**src/rtl/latch_bank_writer.sv**
```systemverilog
// latch_bank_writer
//   Initiator for a bank of gated D latches. A write request is accepted over a
//   valid/ready handshake, then the shared data bus and a one-hot enable are
//   sequenced so each latch sees a guaranteed setup, pulse width and hold,
//   all measured in clock cycles.
//
// Parameters
//   DATA_W     latch word width / lat_d width
//   ADDR_W     latch select width (bank holds 2**ADDR_W words)
//   SETUP_CYC  cycles lat_d is stable before the enable rises (>=1)
//   PULSE_CYC  cycles the selected enable is held high (>=1)
//   HOLD_CYC   cycles lat_d is held after the enable falls (>=1)
//
// Ports
//   clk       in   clock, rising edge
//   rst       in   synchronous active-high reset
//   wr_valid  in   write request valid
//   wr_ready  out  request can be accepted (high only in IDLE)
//   wr_addr   in   target latch index, sampled on accept
//   wr_data   in   data word, sampled on accept
//   lat_d     out  shared D bus to all latches
//   lat_en    out  one-hot latch enables
//   busy      out  transaction in progress
//   done      out  one-cycle pulse on return to IDLE
module latch_bank_writer #(
  parameter int unsigned DATA_W    = 8,
  parameter int unsigned ADDR_W    = 2,
  parameter int unsigned SETUP_CYC = 1,
  parameter int unsigned PULSE_CYC = 2,
  parameter int unsigned HOLD_CYC  = 1
) (
  input  logic                   clk,
  input  logic                   rst,
  input  logic                   wr_valid,
  output logic                   wr_ready,
  input  logic [ADDR_W-1:0]      wr_addr,
  input  logic [DATA_W-1:0]      wr_data,
  output logic [DATA_W-1:0]      lat_d,
  output logic [(2**ADDR_W)-1:0] lat_en,
  output logic                   busy,
  output logic                   done
);

  localparam int unsigned NUM_LAT = 2**ADDR_W;
  localparam int unsigned MAX_SP  = (SETUP_CYC > PULSE_CYC) ? SETUP_CYC : PULSE_CYC;
  localparam int unsigned MAX_CYC = (MAX_SP > HOLD_CYC) ? MAX_SP : HOLD_CYC;
  localparam int unsigned CNT_W   = (MAX_CYC > 1) ? $clog2(MAX_CYC) : 1;

  typedef enum logic [1:0] {
    IDLE,
    SETUP,
    PULSE,
    HOLD
  } state_t;

  state_t             state, state_n;
  logic [CNT_W-1:0]   cnt, cnt_n;
  logic [ADDR_W-1:0]  addr_q, addr_n;
  logic [DATA_W-1:0]  d_n;
  logic [NUM_LAT-1:0] en_n;
  logic               ready_n, busy_n, done_n;

  // The counter holds "cycles remaining minus one" in the current state, so a
  // state is left on the edge where it reads zero.
  always_comb begin
    state_n = state;
    cnt_n   = cnt;
    addr_n  = addr_q;
    d_n     = lat_d;
    en_n    = lat_en;
    done_n  = 1'b0;
    unique case (state)
      IDLE: begin
        if (wr_valid && wr_ready) begin
          addr_n  = wr_addr;
          d_n     = wr_data;
          cnt_n   = CNT_W'(SETUP_CYC - 1);
          state_n = SETUP;
        end
      end
      SETUP: begin
        if (cnt == '0) begin
          en_n    = NUM_LAT'(1) << addr_q;
          cnt_n   = CNT_W'(PULSE_CYC - 1);
          state_n = PULSE;
        end else begin
          cnt_n = cnt - 1'b1;
        end
      end
      PULSE: begin
        if (cnt == '0) begin
          en_n    = '0;
          cnt_n   = CNT_W'(HOLD_CYC - 1);
          state_n = HOLD;
        end else begin
          cnt_n = cnt - 1'b1;
        end
      end
      HOLD: begin
        if (cnt == '0) begin
          done_n  = 1'b1;
          state_n = IDLE;
        end else begin
          cnt_n = cnt - 1'b1;
        end
      end
      default: state_n = IDLE;
    endcase
    // Handshake outputs are registered copies of the next state.
    ready_n = (state_n == IDLE);
    busy_n  = !ready_n;
  end

  always_ff @(posedge clk) begin
    if (rst) begin
      state    <= IDLE;
      cnt      <= '0;
      addr_q   <= '0;
      lat_d    <= '0;
      lat_en   <= '0;
      done     <= 1'b0;
      busy     <= 1'b0;
      wr_ready <= 1'b1;
    end else begin
      state    <= state_n;
      cnt      <= cnt_n;
      addr_q   <= addr_n;
      lat_d    <= d_n;
      lat_en   <= en_n;
      done     <= done_n;
      busy     <= busy_n;
      wr_ready <= ready_n;
    end
  end

endmodule

```
**config.mk**
```make
export PLATFORM = sky130hd
export DESIGN_NAME = latch_bank_writer
export DESIGN_NICKNAME = d
export VERILOG_FILES = /design/src/rtl/latch_bank_writer.sv
export SDC_FILE = /design/constraint.sdc
export NUM_CORES = 1
export LEC_CHECK = 0
export BUFFER_PORTS_ARGS = -buffer_cell sky130_fd_sc_hd__buf_4
export CORE_ASPECT_RATIO = 1.1
export CORE_MARGIN = 5
export CORE_UTILIZATION = 45
export CTS_CLUSTER_DIAMETER = 200
export DETAILED_ROUTE_END_ITERATION = 8
export GPL_ROUTABILITY_DRIVEN = 0
export PLACE_DENSITY_LB_ADDON = 0.25
export SYNTH_ARGS = -nofsm -noshare
export SYNTH_HDL_FRONTEND = slang
export SYNTH_SLANG_ARGS = --single-unit
```
**constraint.sdc**
```tcl
create_clock -name clk -period 3.1 [get_ports clk]
set_input_delay 0.155 -clock clk [delete_from_list [all_inputs] [get_ports clk]]
set_output_delay 0.155 -clock clk [all_outputs]
set_load 0.1 [all_outputs]
```
# After elaboration in Yosys (flattened, before gate mapping)
# Cells that the tools add are included.
# word_totals
reg_bits,20
inputBits,13
# op_classes
add_sub_neg,1
n_eq_ne,6
n_shift,1
mux,13
bitwise,1
n_reduce_logical,9
# op_table
operator,n
2-bit 2-to-1 mux,4
4-bit 2-to-1 mux,2
2-bit one-hot mux with 4 select lines,1
4-bit one-hot mux with 2 select lines,1
"2-bit inequality test, second input constant",3
"2-bit == test, second input constant",2
2-bit logical NOT,2
1-bit 2-to-1 mux,4
2-bit OR reduction,2
"1-bit by 2-bit left shift with 4-bit output, first input constant",1
1-bit one-hot mux with 3 select lines,1
3-bit AND reduction,1
"2-bit by 1-bit == test with 1-bit output, second input constant",1
2-bit AND reduction,1
2-bit nonzero test,1
1-bit logical AND,1
1-bit logical NOT,1
1-bit NOT,1
"1-bit subtractor, second input constant",1

# Logic depth before layout (Yosys ltp)
# logic_depth
depth_word,5
mapped_depth,5
mapped_depth_nobuf,3

# Worst setup path after synthesis
# Ideal clock, no wire load.
# synth_timing
kind,register to register
from,reg wr_ready
to,reg lat_d[2]
arrival_ns,1.592
required_time_ns,2.968
slack_ns,1.376
path_stages_with_launch,5
path_buffers,1
period_less_slack_ns,1.724
cell_sequence,dfxtp_1 nand4bb_1 buf_2 nand2_1 a21oi_1
# synth_between
elab_chain_len,2
# synth_rtl
item,line_no,rtl
start: declaration,35,"output logic wr_ready,"
start signal: assignment,132,wr_ready <= ready_n;
1-bit logical AND,74,if (wr_valid && wr_ready) begin
2-bit AND reduction (no line),-,
end signal: assignment,128,lat_d <= d_n;
end: declaration,38,"output logic [DATA_W-1:0] lat_d,"
# No other way between the ends.
# A chain may end at the register's enable or synchronous reset.

# Final worst setup path
# layout_timing
from,reg state[1]
to,reg addr_q[0]
# layout_between
elab_chain_len,2
# layout_rtl
item,line_no,rtl
start: declaration,56,"state_t state, state_n;"
start signal: assignment,125,state <= state_n;
2-bit logical NOT,72,unique case (state)
2-bit AND reduction (no line),-,
end signal: assignment,127,addr_q <= addr_n;
end: declaration,58,"logic [ADDR_W-1:0] addr_q, addr_n;"
# No other way between the ends.

==> reports/qor.csv <==
stage,metric,value,unit
critical_path,reg2reg_from,state[1]$_SDFF_PP0_,
floorplanning,dieArea,2621,µm²
critical_path,cp.arrival,1.57,ns
run_status,status,"complete, no violations",
logic_synthesis,avgSynthCellArea,9.540,µm²
worst_hold_path,holdPathStages,3,
route,viasPerCell,5.016,
logic_synthesis,async_flop_share,0,%
critical_path,crit_type,reg2reg,
global_route,antenna_found_initial,0,
critical_path,rr_worst_depth,3,
layout,antenna_cells,0,
clock_network,clkTransAtPathRegs,0.11,ns
floorplanning,coreArea,1595,µm²
sta,whs,0.09384,ns
route,drt-total-wl,1524,µm
floorplanning,rows,15,
critical_path,path_cells,nand4bb_1 > nand2_1 > a21oi_1,
sta,final-setup-viol-count,0,
clock_network,cts_max_path_buffers,2,
layout,layout_common_cells,"buf_4, nand2_1, dfxtp_1, a21oi_1, clkbuf_4",
logic_synthesis,syn_area,763.2,µm²
global_route,grt_max_degree,20,
clock_network,postCtsHoldBufs,0,
clock_network,cts-root-buf,clkbuf_4,
logic_synthesis,synth_fp_nets,93,
placed_design,hpwl,1124,µm
worst_hold_path,hold_end,lat_d[2]$_SDFFE_PP0P_,
layout,nFillCells,136,
global_route,grt_pass1_wl,2670,µm
route,routedWlPerCell,12.49,µm
critical_path,critPathMaxStageDelay,0.56,ns
critical_path,path_max_fanout,13,
clock_network,cts_made_buffers,3,
sta,grt_setup_unrepaired,false,
worst_hold_path,worst_hold_path_type,in2reg,
global_route,groute.usage.overall,13.18,%
logic_synthesis,ys_types,23,
layout,final_common_cell,buf_4,
power,power.leakage,0.4161,nW
logic_synthesis,synth_cells,80,
sta,fmax,0.7272,GHz
route,drtAntennaViolNets,0,
critical_path,cp-start-kind,flip-flop,
route,drt_iter0_markers,8,
route,vias,612,
clock_network,cts_setup_buffers,0,
floorplanning,chipWidth,49.27,µm
layout,nets,119,
sta,worst_clock_skew,0.0006564,ns
critical_path,cp_slowest_cell,nand4bb_1,
worst_hold_path,worstHoldStart,wr_data[2],
sta,slew_headroom,65.25,%
route,drt_first_pass_iters,4,
clock_network,h-tree-depth,1,
critical_path,reg2reg_to,addr_q[0]$_SDFFE_PP0P_,
logic_synthesis,ys_warn_count,0,
sta,drv_slew,0,
power,peakVddDrop,0.5403,mV
power,p_per_area,1036,nW/µm²
global_route,grt_pass1_vias,670,
sta,fin_crit_sh,44.36,%
sta,hold_viol_final,0,
placed_design,port_buffers,27,
logic_synthesis,ys_seq_elements,20,
logic_synthesis,synth-edff-count,0,
global_route,grt.overflow.total,0,
critical_path,cp-end-kind,flip-flop,
floorplanning,top_level_ports,28,
sta,worst_slew_pin_slew,0.5183,ns
route,post-route-drc-count,0,
clock_network,cts_num_sinks,20,
layout,area_growth,29.18,%
critical_path,cp_data_required_time,3.29,ns
logic_synthesis,seq_area_frac_synth,52.46,%
floorplanning,start_util,47.84,%
sta,period_needed,1.375,ns
critical_path,reg2reg_slack,1.72,ns
clock_network,tritoncts,yes,
layout,drive_gt1_share,33.33,%
clock_network,clk_latency,0.29,ns
logic_synthesis,synth_top_flop_cell,dfxtp_1,
sta,finalSetupTns,0,ns
run,drv_cap,0,
clock_network,post_cts_resize_count,0,
floorplanning,fp.dieH,53.20,µm
## flip-flops by register name, summed over array words and instances, names as in the netlist
name / cells
addr_q: 2
busy: 1
cnt: 1
done: 1
lat_d: 8
lat_en: 4
state: 2
wr_ready: 1
## critical path: cells and delay by family, from the launching register on
family	cells	cell delay [ns]
AND/OR/NAND/NOR	2	0.78
flip-flops	1	0.41
AO/OA/AOI/OAI	1	0.08
## through the flow
| step | power (mW) | cell area [µm²] | instances | setup slack, ns | util (%) |
|---|---|---|---|---|---|
| after global routing | 1.076 | 985.9 | 122 | 1.544 | 61.80 |
| final | 1.021 | 985.9 | 122 | 1.725 | 61.80 |
| after global placement | 0.8751 | 949.7 | 118 | 1.753 | 59.53 |
| after floorplan | 0.8017 | 763.2 | 80 | 1.376 | - |
| after detailed placement | 0.8836 | 949.7 | 118 | 1.713 | 59.53 |
| after CTS | 1.032 | 985.9 | 122 | 1.687 | 61.80 |
## power by group
group | leakage [nW] | total, mW | internal, mW | switching [mW]
Combinational | 0.232 | 0.507 | 0.131 | 0.376
Sequential | 0.164 | 0.366 | 0.313 | 0.0530
Clock | 0.0210 | 0.149 | 0.0715 | 0.0770
## synth_stat cells, types with 2 or more instances
library cell  number  area share, %
dfxtp_1           20             52
nand2_1           20            9.8
a21oi_1           14            9.2
buf_2              3            2.0
a32o_1             2            2.6
inv_1              2           0.98
nor3b_1            2            2.0
xor2_1             2            2.3
## per-layer routing
layer  part of all wire (%)  track usage, %
met1                     43           13.55
met2                     48           24.25
met3                    8.7           5.352
met4                   0.79           4.036
met5                      0               0
## logic make-up after synthesis
family / synth area share, %
AOI/OAI and AO/OA: 18.69
buffers and inverters: 5.901
muxes: 1.312
DFF: 52.46
xor gates and xnor gates: 2.296
and+or+nand+nor: 19.34
## final cells by class
cell class	instances	area (µm²)	share of cell area [%]
Clock buffer	4	36.28	3.680
Multi-Input combinational cell	52	317.8	32.23
Sequential cell	20	400.4	40.61
Timing Repair Buffer	27	202.7	20.56
Inverter	2	7.507	0.7614
Tap cell	17	21.27	2.157
## worst max path at each step
stage,to,from,slack (ns)
after floorplan,lat_d[2]$_SDFFE_PP0P_,wr_ready$_SDFF_PP1_,1.38
after global placement,wr_ready$_SDFF_PP1_,state[1]$_SDFF_PP0_,1.75
after detailed placement,wr_ready$_SDFF_PP1_,state[1]$_SDFF_PP0_,1.71
after CTS,addr_q[0]$_SDFFE_PP0P_,state[1]$_SDFF_PP0_,1.69
after global routing,lat_d[6]$_SDFFE_PP0P_,state[1]$_SDFF_PP0_,1.54
final,addr_q[0]$_SDFFE_PP0P_,state[1]$_SDFF_PP0_,1.72
Power figures use the tool's default switching activity.
